[src/rtl/capture_ctrl_if.sv]
// Bundles the capture sequencer's control, trigger-handshake and sample-RAM write signals.
// Timeout signals exist only when CAPTURE_TIMEOUT_EN is defined.
interface capture_ctrl_if #(
   parameter int unsigned dsize = 32,
   parameter int unsigned aw    = 12
);
   logic             start;
   logic             stop;
   logic             sample_en;
   logic [dsize-1:0] dinput;
   logic [aw-1:0]    pretrig_count;
   logic [aw-1:0]    posttrig_count;
   logic             trig_triggered;
   logic             trig_armed;
   logic             trig_arm;
   logic             trig_abort;
   logic             trig_ignore;
   logic             mem_we;
   logic [aw-1:0]    mem_addr;
   logic [dsize-1:0] mem_data;
   logic [aw-1:0]    trig_addr;
   logic [aw-1:0]    end_addr;
   logic             busy;
   logic             done;
`ifdef CAPTURE_TIMEOUT_EN
   logic [31:0]      timeout_limit;
   logic             timed_out;
`endif

   modport slave (
      input  start, stop, sample_en, dinput, pretrig_count, posttrig_count,
             trig_triggered, trig_armed,
      output trig_arm, trig_abort, trig_ignore, mem_we, mem_addr, mem_data,
             trig_addr, end_addr, busy, done
`ifdef CAPTURE_TIMEOUT_EN
      , input timeout_limit, output timed_out
`endif
   );

   modport master (
      output start, stop, sample_en, dinput, pretrig_count, posttrig_count,
             trig_triggered, trig_armed,
      input  trig_arm, trig_abort, trig_ignore, mem_we, mem_addr, mem_data,
             trig_addr, end_addr, busy, done
`ifdef CAPTURE_TIMEOUT_EN
      , output timeout_limit, input timed_out
`endif
   );
endinterface

[src/rtl/capture_ctrl.sv]
// Logic-analyser acquisition sequencer: pre-trigger fill, arm, wait, post-trigger fill.
// Define CAPTURE_TIMEOUT_EN to add a sample-counted timeout while waiting for the trigger.
module capture_ctrl #(
   parameter int unsigned dsize = 32,
   parameter int unsigned aw    = 12
) (
   input logic           clk,
   input logic           reset,
   capture_ctrl_if.slave ctrl_io
);
   typedef enum logic [2:0] {
      StIdle, StPre, StArming, StWait, StPost, StDone, StAbort
   } state_e;

   state_e           state_q, state_d;
   logic [aw-1:0]    wr_ptr_q, wr_ptr_d, wr_ptr_nxt;
   logic [aw-1:0]    cnt_q, cnt_d, cnt_nxt;
   logic [aw-1:0]    trig_addr_q, trig_addr_d;
   logic [aw-1:0]    end_addr_q, end_addr_d;
   logic [aw-1:0]    mem_addr_q;
   logic [dsize-1:0] mem_data_q;
   logic             mem_we_q, trig_arm_q, trig_arm_d;
   logic             writing, wr_fire;

   assign writing    = state_q inside {StPre, StArming, StWait, StPost};
   assign wr_fire    = writing & ctrl_io.sample_en;
   assign wr_ptr_nxt = wr_fire ? wr_ptr_q + aw'(1) : wr_ptr_q;
   assign cnt_nxt    = cnt_q + aw'(1);

`ifdef CAPTURE_TIMEOUT_EN
   logic [31:0] to_cnt_q, to_cnt_d;
   logic        timed_out_q, timed_out_d, to_hit;

   assign to_hit = (ctrl_io.timeout_limit != 32'd0) && ctrl_io.sample_en &&
                   ((to_cnt_q + 32'd1) == ctrl_io.timeout_limit);
   assign ctrl_io.timed_out = timed_out_q;
`endif

   always_comb begin
      state_d     = state_q;
      wr_ptr_d    = wr_ptr_nxt;
      cnt_d       = cnt_q;
      trig_addr_d = trig_addr_q;
      end_addr_d  = end_addr_q;
      trig_arm_d  = 1'b0;
`ifdef CAPTURE_TIMEOUT_EN
      to_cnt_d    = to_cnt_q;
      timed_out_d = timed_out_q;
`endif
      unique case (state_q)
         StIdle, StDone: begin
            if (state_q == StDone && ctrl_io.stop) begin
               state_d = StIdle;
            end else if (ctrl_io.start) begin
               wr_ptr_d = '0;
               cnt_d    = '0;
`ifdef CAPTURE_TIMEOUT_EN
               timed_out_d = 1'b0;
`endif
               if (ctrl_io.pretrig_count == '0) begin
                  state_d    = StArming;
                  trig_arm_d = 1'b1;
               end else begin
                  state_d = StPre;
               end
            end
         end
         StPre: begin
            if (ctrl_io.stop) begin
               state_d = StIdle;
            end else if (ctrl_io.sample_en) begin
               cnt_d = cnt_nxt;
               if (cnt_nxt == ctrl_io.pretrig_count) begin
                  trig_arm_d = 1'b1;
                  cnt_d      = '0;
                  state_d    = StArming;
               end
            end
         end
         // A triggered flag left over from the last run is ignored until armed is seen.
         StArming: begin
            if (ctrl_io.stop) begin
               state_d = StAbort;
            end else if (ctrl_io.trig_armed) begin
               state_d = StWait;
`ifdef CAPTURE_TIMEOUT_EN
               to_cnt_d = '0;
`endif
            end
         end
         StWait: begin
`ifdef CAPTURE_TIMEOUT_EN
            if (ctrl_io.sample_en) to_cnt_d = to_cnt_q + 32'd1;
`endif
            if (ctrl_io.stop) begin
               state_d = StAbort;
            end else if (ctrl_io.trig_triggered) begin
               trig_addr_d = wr_ptr_nxt;
               if (ctrl_io.posttrig_count == '0) begin
                  end_addr_d = wr_ptr_nxt;
                  state_d    = StDone;
               end else begin
                  state_d = StPost;
               end
            end
`ifdef CAPTURE_TIMEOUT_EN
            else if (to_hit) begin
               state_d     = StAbort;
               timed_out_d = 1'b1;
            end
`endif
         end
         StPost: begin
            if (ctrl_io.stop) begin
               state_d = StIdle;
            end else if (ctrl_io.sample_en) begin
               cnt_d = cnt_nxt;
               if (cnt_nxt == ctrl_io.posttrig_count) begin
                  end_addr_d = wr_ptr_nxt;
                  state_d    = StDone;
               end
            end
         end
         StAbort: begin
            if (!ctrl_io.trig_armed) state_d = StIdle;
         end
         default: state_d = StIdle;
      endcase
   end

   always_ff @(posedge clk) begin
      if (reset) begin
         state_q     <= StIdle;
         wr_ptr_q    <= '0;
         cnt_q       <= '0;
         trig_addr_q <= '0;
         end_addr_q  <= '0;
         mem_addr_q  <= '0;
         mem_data_q  <= '0;
         mem_we_q    <= 1'b0;
         trig_arm_q  <= 1'b0;
`ifdef CAPTURE_TIMEOUT_EN
         to_cnt_q    <= '0;
         timed_out_q <= 1'b0;
`endif
      end else begin
         state_q     <= state_d;
         wr_ptr_q    <= wr_ptr_d;
         cnt_q       <= cnt_d;
         trig_addr_q <= trig_addr_d;
         end_addr_q  <= end_addr_d;
         mem_we_q    <= wr_fire;
         trig_arm_q  <= trig_arm_d;
         if (wr_fire) begin
            mem_addr_q <= wr_ptr_q;
            mem_data_q <= ctrl_io.dinput;
         end
`ifdef CAPTURE_TIMEOUT_EN
         to_cnt_q    <= to_cnt_d;
         timed_out_q <= timed_out_d;
`endif
      end
   end

   assign ctrl_io.trig_arm    = trig_arm_q;
   assign ctrl_io.trig_abort  = (state_q == StAbort);
   // The trigger only evaluates on sample cycles; it must see abort unmasked.
   assign ctrl_io.trig_ignore = (state_q inside {StArming, StWait}) ? ~ctrl_io.sample_en
                                                                   : (state_q != StAbort);
   assign ctrl_io.mem_we      = mem_we_q;
   assign ctrl_io.mem_addr    = mem_addr_q;
   assign ctrl_io.mem_data    = mem_data_q;
   assign ctrl_io.trig_addr   = trig_addr_q;
   assign ctrl_io.end_addr    = end_addr_q;
   assign ctrl_io.busy        = state_q inside {StPre, StArming, StWait, StPost, StAbort};
   assign ctrl_io.done        = (state_q == StDone);
endmodule

[src/flat_wrapper.sv]
// flat-port wrapper written by rule: the top's interface ports become plain ports
module capture_ctrl_flat 
#(
   parameter int unsigned dsize = 32,
   parameter int unsigned aw    = 12
)
  (clk, reset, ctrl_io_start, ctrl_io_stop, ctrl_io_sample_en, ctrl_io_dinput, ctrl_io_pretrig_count, ctrl_io_posttrig_count, ctrl_io_trig_triggered, ctrl_io_trig_armed, ctrl_io_trig_arm, ctrl_io_trig_abort, ctrl_io_trig_ignore, ctrl_io_mem_we, ctrl_io_mem_addr, ctrl_io_mem_data, ctrl_io_trig_addr, ctrl_io_end_addr, ctrl_io_busy, ctrl_io_done);
  capture_ctrl_if #(.dsize(dsize), .aw(aw)) ctrl_io_i ();
  input logic clk;
  input logic reset;
  input wire logic [$bits(ctrl_io_i.start)-1:0] ctrl_io_start;
  input wire logic [$bits(ctrl_io_i.stop)-1:0] ctrl_io_stop;
  input wire logic [$bits(ctrl_io_i.sample_en)-1:0] ctrl_io_sample_en;
  input wire logic [$bits(ctrl_io_i.dinput)-1:0] ctrl_io_dinput;
  input wire logic [$bits(ctrl_io_i.pretrig_count)-1:0] ctrl_io_pretrig_count;
  input wire logic [$bits(ctrl_io_i.posttrig_count)-1:0] ctrl_io_posttrig_count;
  input wire logic [$bits(ctrl_io_i.trig_triggered)-1:0] ctrl_io_trig_triggered;
  input wire logic [$bits(ctrl_io_i.trig_armed)-1:0] ctrl_io_trig_armed;
  output wire logic [$bits(ctrl_io_i.trig_arm)-1:0] ctrl_io_trig_arm;
  output wire logic [$bits(ctrl_io_i.trig_abort)-1:0] ctrl_io_trig_abort;
  output wire logic [$bits(ctrl_io_i.trig_ignore)-1:0] ctrl_io_trig_ignore;
  output wire logic [$bits(ctrl_io_i.mem_we)-1:0] ctrl_io_mem_we;
  output wire logic [$bits(ctrl_io_i.mem_addr)-1:0] ctrl_io_mem_addr;
  output wire logic [$bits(ctrl_io_i.mem_data)-1:0] ctrl_io_mem_data;
  output wire logic [$bits(ctrl_io_i.trig_addr)-1:0] ctrl_io_trig_addr;
  output wire logic [$bits(ctrl_io_i.end_addr)-1:0] ctrl_io_end_addr;
  output wire logic [$bits(ctrl_io_i.busy)-1:0] ctrl_io_busy;
  output wire logic [$bits(ctrl_io_i.done)-1:0] ctrl_io_done;
  assign ctrl_io_i.start = ctrl_io_start;
  assign ctrl_io_i.stop = ctrl_io_stop;
  assign ctrl_io_i.sample_en = ctrl_io_sample_en;
  assign ctrl_io_i.dinput = ctrl_io_dinput;
  assign ctrl_io_i.pretrig_count = ctrl_io_pretrig_count;
  assign ctrl_io_i.posttrig_count = ctrl_io_posttrig_count;
  assign ctrl_io_i.trig_triggered = ctrl_io_trig_triggered;
  assign ctrl_io_i.trig_armed = ctrl_io_trig_armed;
  assign ctrl_io_trig_arm = ctrl_io_i.trig_arm;
  assign ctrl_io_trig_abort = ctrl_io_i.trig_abort;
  assign ctrl_io_trig_ignore = ctrl_io_i.trig_ignore;
  assign ctrl_io_mem_we = ctrl_io_i.mem_we;
  assign ctrl_io_mem_addr = ctrl_io_i.mem_addr;
  assign ctrl_io_mem_data = ctrl_io_i.mem_data;
  assign ctrl_io_trig_addr = ctrl_io_i.trig_addr;
  assign ctrl_io_end_addr = ctrl_io_i.end_addr;
  assign ctrl_io_busy = ctrl_io_i.busy;
  assign ctrl_io_done = ctrl_io_i.done;
  capture_ctrl #(.dsize(dsize), .aw(aw)) u_core (.clk(clk), .reset(reset), .ctrl_io(ctrl_io_i));
endmodule
[config.mk]
export PLATFORM = sky130hd
export DESIGN_NAME = capture_ctrl_flat
export DESIGN_NICKNAME = d
export VERILOG_FILES = /design/src/rtl/capture_ctrl_if.sv /design/src/rtl/capture_ctrl.sv /design/src/flat_wrapper.sv
export SDC_FILE = /design/constraint.sdc
export NUM_CORES = 1
export LEC_CHECK = 0
export CAP_MARGIN = 25
export CORE_UTILIZATION = 35
export CTS_CLUSTER_DIAMETER = 50
export DETAILED_ROUTE_END_ITERATION = 16
export PLACE_DENSITY = 0.61
export SLEW_MARGIN = 20
export SYNTH_ARGS = -nofsm -noshare
export SYNTH_HDL_FRONTEND = slang
export SYNTH_SLANG_ARGS = --single-unit
[constraint.sdc]
create_clock -name clk -period 3.4 [get_ports clk]
set_input_delay 0.85 -clock clk [delete_from_list [all_inputs] [get_ports clk]]
set_output_delay 0.85 -clock clk [all_outputs]
set_load 0.02 [all_outputs]
==> results of run 1 <==
## worst max path at each step
| stage | slack (ns) | to | cells past startpoint | from |
|---|---|---|---|---|
| after detailed placement | -0.08 | u_core.ctrl_io.end_addr[10]$_SDFFE_PP0P_ | 8 | ctrl_io_posttrig_count[11] |
| after CTS | 0.18 | u_core.ctrl_io.end_addr[5]$_SDFFE_PP0P_ | 9 | u_core.cnt_q[0]$_SDFFE_PP0P_ |
| after floorplan | 0.52 | u_core.ctrl_io.end_addr[10]$_SDFFE_PP0P_ | 7 | ctrl_io_posttrig_count[11] |
| final | 0.26 | u_core.ctrl_io.end_addr[5]$_SDFFE_PP0P_ | 8 | ctrl_io_posttrig_count[11] |
| after global placement | 0.005 | u_core.ctrl_io.end_addr[2]$_SDFFE_PP0P_ | 8 | ctrl_io_posttrig_count[11] |
| after global routing | 0.07 | u_core.ctrl_io.end_addr[5]$_SDFFE_PP0P_ | 9 | u_core.cnt_q[0]$_SDFFE_PP0P_ |
## worst max-delay path: stages
cell             delay [ns]
clkdlybuf4s50_1        0.44
or4_1                  0.55
a31o_1                 0.24
or4_4                  0.55
o211ai_4               0.22
buf_12                 0.19
a21oi_1                0.10
a311oi_2               0.25
## kinds of logic after synthesis
family | after synthesis
compound gates | 152
xor+xnor | 34
fa+ha+maj | 2
buf+inv | 56
flops | 97
mux | 3
simple gates | 260
## Yosys cell counts (5+ instances only)
cell      number  area, sq um
a211oi_1      12         90.1
a21oi_1       68          340
a22o_1         6         52.6
a311oi_2       8          120
and3_1        16          100
clkbuf_1      35          131
dfxtp_1       97         1940
inv_1          8         30.0
nand2_1      112          420
nand2b_1       8         50.1
nand3_1        6         30.0
nand4_1       10         62.6
nor2_1        45          169
nor2b_1        7         43.8
nor3_1        16         80.1
nor4_1        14         87.6
o21ai_0       18         90.1
o31ai_1        5         37.5
or3_1          5         31.3
xnor2_1       11         96.3
xnor3_1        5          113
xor2_1        18          158
## state kept, by name (all words and copies together), names as in the netlist
register,count
u_core.cnt_q,12
u_core.ctrl_io.mem_addr,12
u_core.wr_ptr_q,12
u_core.ctrl_io.mem_we,1
u_core.ctrl_io.mem_data,32
u_core.ctrl_io.end_addr,12
u_core.state_q,3
u_core.ctrl_io.trig_addr,12
u_core.ctrl_io.trig_arm,1
## where the power goes
part | switching [W] | internal [W] | leakage, nW | total, W
combinational | 0.000487 | 0.000370 | 1.48 | 0.000857
sequential | 0.0000748 | 0.00121 | 0.785 | 0.00129
clock | 0.000462 | 0.000532 | 0.143 | 0.000994
## layer usage
| layer | up-vias | GRT usage (%) | wire [um] |
|---|---|---|---|
| met5 | - | 0 | 0 |
| met1 | 2246 | 26.6 | 6460 |
| li1 | 2410 | - | - |
| met2 | 160 | 32.0 | 6630 |
| met4 | 0 | 6.25 | 336 |
| met3 | 30 | 3.85 | 816 |
## stage by stage
stage / utilization (%) / cell area (sq um) / worst slack, ns
floorplan: - / 4950 / 0.516
global placement: 47.3 / 6540 / 0.00474
detailed placement: 47.3 / 6540 / -0.0765
CTS: 49.4 / 6830 / 0.176
global route: 49.4 / 6840 / 0.0729
finish: 49.4 / 6840 / 0.261
## area by class of cell
| cell class | count | share of cell area [%] |
|---|---|---|
| Multi-Input combinational cell | 451 | 40.3 |
| Sequential cell | 97 | 28.4 |
| Timing Repair Buffer | 165 | 23.2 |
| Clock buffer | 10 | 3.50 |
| Tap cell | 180 | 3.29 |
| Clock inverter | 6 | 0.824 |
| Inverter | 8 | 0.439 |
==> flow_metrics.tcl, run 1 <==
set metrics [dict create \
    n_fill_cell 1267 \
    synth.cell_area_sq_um 4950 \
    worst_r2r_endpoint "u_core.ctrl_io.end_addr[5]$_SDFFE_PP0P_" \
    seq_area_sq_um 1940 \
    multi_input_area_sq_um 2760 \
    die_h_um 121 \
    via_count 4846 \
    synth_cells 604 \
    synth_fa_ha_area_share_pct 0.506 \
    drt_iter0_markers 432 \
    synth.area.mux_share_pct 0.657 \
    grt_max_degree 46 \
    antenna_left 0 \
    cts_tree "done" \
    via_per_inst 5.28 \
    path_clk_slew_ns 0.07 \
    grtUsageTotal_pct 19.9 \
    cts-buffers-inserted 9 \
    hold_viol 0 \
    htreeDepth 3 \
    rrSetupSlack_ns 0.26 \
    max_slew_margin_pct 55.5 \
    hpwl_um 10800 \
    p_per_area_nw_per_um2 459 \
    endpoint_kind "flip-flop" \
    whs_endpoint "u_core.ctrl_io.mem_addr[11]$_SDFFE_PP0P_" \
    worst_pin_slew_ns 0.667 \
    grt_pass1_vias 4482 \
    setup_viol 0 \
    synth_edf_count 0 \
    port_buffers 136 \
    crit_fanout 24 \
    synth_compound_area_share_pct 21.4 \
    fin_setup_tns_ns 0 \
    num_rows 43 \
    wl_per_cell_um 15.5 \
    synth_xor_area_share_pct 7.41 \
    crit_type "input port to flip-flop" \
    die_area_sq_um 14600 \
    final_nets 797 \
    diodes 0 \
    yosysWarningCount 0 \
    synthArstFlopShare_pct 0 \
    reg2reg_from "u_core.cnt_q[0]$_SDFFE_PP0P_" \
    final_common_cell "clkdlybuf4s50_1" \
    gp_congestion 0.899 \
    min-delay-start "u_core.ctrl_io.mem_addr[11]$_SDFFE_PP0P_" \
    design_power_total_w 0.00314 \
    fin_crit_ns 3.14 \
    route.detailed.drc 0 \
    die_x_um 121 \
    max_freq_mhz 319 \
    antenna_found_initial 0 \
    synthDistinctLibCells 66 \
    post-place-cells 901 \
    synth_seq_cells 97 \
    r2r_cells 9 \
    io_pins 137 \
    initial_utilization_pct 35.8 \
    leakage_nw 2.41 \
    timing.final.crit_share_pct 92.3 \
    hold_ws_ns 0.454 \
    finalClockSkew_ns 0.00731 \
    worstHoldPathType "flip-flop to flip-flop" \
    cts_buffer_depth 2 \
    drive_above_1_share_pct 9.63 \
    synth_top_flop_cell "dfxtp_1" \
    synthSimpleGateAreaFrac_pct 25.4 \
    cts-root-buf "clkbuf_16" \
    final_cell_mix "135 x clkdlybuf4s50_1, 112 x nand2_1, 97 x dfxtp_1" \
    drv_cap 0 \
    arrival_ns 3.39 \
    fin_cells 917 \
    clk_latency_ns 0.34 \
    drt-total-wl_um 14300 \
    status "complete, no violations" \
    synth_top_family_by_area "simple AND/OR/NAND/NOR gates" \
    grt_overflow 0 \
    peakVddDrop_uv 286 \
    ys_seq_area_share_pct 39.2 \
    ctsResizeCount 0 \
    critPathLaunchType "input port" \
    drv_slew 0 \
    worstPathRequired_ns 3.66 \
    cts.sinks 97 \
    syn_area_per_cell_sq_um 8.19 \
    cts_setup_buffers 0 \
    syn-num-nets 669 \
    coreArea_sq_um 13800 \
    ctsHoldBuffers 0 \
    rsz0062_at_grt "no" \
    min_path_cells 2 \
    syn_to_final_growth_pct 38.2 \
    grt_pass1_wl_um 23100 \
    drtPass1Iterations 9 \
]
No activity file was read; power rests on OpenSTA's default activity.
==> run 2, diff against run 1 <==
Settings changed: CAP_MARGIN 25 to 20.
==> results of run 2 <==
Final layout, timing and power as in run 1 (identical DEF).
==> variant, RTL diff (flow settings as in run 2) <==
Reset style: asynchronous (`reset`), changed in one clocked block.
--- a/src/rtl/capture_ctrl.sv
+++ b/src/rtl/capture_ctrl.sv
@@ -129,5 +129,5 @@
    end
 
-   always_ff @(posedge clk) begin
+   always_ff @(posedge clk or posedge reset) begin
       if (reset) begin
          state_q     <= StIdle;
Behaviour: differs if reset is asserted again (counterexample within 4 cycles, from zero or initial values and one cycle with reset high); with reset held inactive, the same outputs for 4 cycles.
==> variant against run 2 <==
Die area up 0.62%; sequential cell count unchanged; cell count down 5.3%; routed wire length down 3.7%; critical endpoint is now ctrl_io_trig_ignore; area after synthesis up 0.63%; cell area up 0.57%; largest cell class is now registers; setup slack better by 0.054 ns; clock skew about the same; critical path type is now in -> out.
Power is not compared: it rests on default switching activity, and its combinational part moved more than twofold at a synthesized area within 25%.
==> variant: results (changes against run 2) <==
[metrics] result of the run: completed
[metrics] Detailed Route Iter0 Violations: 261 (-40%)
[metrics] top cells by count, synth: sky130_fd_sc_hd__nand2_1, sky130_fd_sc_hd__dfrtp_1, sky130_fd_sc_hd__nor2_1, sky130_fd_sc_hd__xnor2_1, sky130_fd_sc_hd__o21ai_0
[metrics] most area-consuming cells after synthesis: sky130_fd_sc_hd__dfrtp_1, sky130_fd_sc_hd__nand2_1, sky130_fd_sc_hd__xnor2_1
[metrics] area share of fa/ha/maj cells after synthesis: 0.5025% (-0.0032 points)
[metrics] Post-Synthesis Net Count: 621 (-7.2%)
[metrics] initial antenna violation count: 0 (unchanged)
[metrics] flip-flop count of the largest register after layout: 32 (unchanged)
[metrics] Tot GR Track Use: 19.67% (-0.19 points)
[metrics] post-cts gate resize count: 0 (unchanged)
[metrics] sequential share of the synthesized area: 48.74% (+9.5 points)
[metrics] number of library cell types mapped by synthesis: 57 (-14%)
[metrics] wire length of the first global-routing pass: 22480 um (-2.8%)
[metrics] Compound-Gate Fraction of Synth Area: 10.28% (-11 points)
[metrics] Post-DP HPWL: 10090 um (-6.3%)
[metrics] synthesized-area fraction occupied by xor and xnor cells: 8.543% (+1.1 points)
[metrics] Critical Path AT: 2.23 ns (-1.16 ns)
[metrics] detail-routed via count per cell: 4.979 (-5.8%)
[metrics] top flip-flop cell by instance count after synthesis: sky130_fd_sc_hd__dfrtp_1
[metrics] Worst-Margin Slew: 0.5629 ns (-0.1036 ns)
[metrics] iteration count of the initial detailed-routing pass: 4 (-5)
[metrics] maximum fanout encountered on the critical timing path: 5 (-79%)
[metrics] Final GP Congestion: 0.8714 (-3.1%)
[metrics] mux cell area share after synthesis: 3.869% (+3.2 points)
[metrics] ratio of cells with drive above 1 in the final layout: 5.959% (-3.7 points)
[metrics] wire length reported by the detailed router: 13730 um (-3.7%)
[metrics] worst slack at placement: 0.2940 ns (+0.3705 ns)
[metrics] via count of the first global-routing pass: 4500 (+0.40%)
[metrics] number of nets in the final layout: 748 (-6.1%)
[metrics] clk_skew: 0.007684 ns (+0.0003753 ns)
variant: kinds of logic (layout without fill, tap and decap cells):
family	after synthesis	count (layout)
simple gates	261	261
compound gates	74	74
buf+inv	56	188
fa+ha+maj	2	2
flops	97	97
xor+xnor	47	47
mux	19	19
variant: worst register-to-register path, delay by kind of cell, from the launching register on:
family | cells | cell delay (ns)
compound gates | 5 | 1.51
mux | 1 | 0.12
simple gates | 1 | 0.39
buf+inv | 1 | 0.21
flops | 1 | 0.51
variant: final timing paths:
kind,from,end,slack [ns],cells past startpoint
max in group asynchronous,reset,u_core.cnt_q[10],1.81,3
min in group asynchronous,reset,u_core.ctrl_io.mem_data[7],0.91,2
max reg2reg,u_core.cnt_q[2],u_core.cnt_q[8],0.55,8
min reg2reg,u_core.ctrl_io.mem_data[15],u_core.ctrl_io.mem_data[15],0.47,2
max,ctrl_io_sample_en,ctrl_io_trig_ignore,0.32,5
min,u_core.ctrl_io.mem_data[15],u_core.ctrl_io.mem_data[15],0.47,2
variant: cell type report:
| type | instances | area [sq um] |
|---|---|---|
| clock buffer | 10 | 229.0 |
| clock inverter | 6 | 137.6 |
| multi-input combinational | 403 | 2305 |
| tap | 180 | 225.2 |
| fill | 1348 | 7005 |
| inverter | 22 | 85.08 |
| timing repair buffer | 150 | 1466 |
| sequential | 97 | 2427 |
variant: stage by stage:
step	power [W]	cell area, sq um	std cells
floorplan	0.002965	4980	556
global route	0.005474	6875	868
global placement	0.003885	6509	852
detailed placement	0.003931	6509	852
finish	0.005148	6875	868
CTS	0.005196	6875	868
variant: power by group:
part | leakage [nW] | switching [W] | internal [W]
clock | 0.177 | 0.000447 | 0.000798
sequential | 1.28 | 0.000267 | 0.00148
combinational | 1.66 | 0.00120 | 0.000959
total | 3.11 | 0.00192 | 0.00323
variant: metal layers:
layer / vias up / share of wire [%] / GRT usage, %
met4: 0 / 2.3 / 8.256
met5: - / 0 / 0
met2: 109 / 49 / 32.56
met1: 2083 / 44 / 25.23
li1: 2108 / - / -
met3: 22 / 5.0 / 3.383
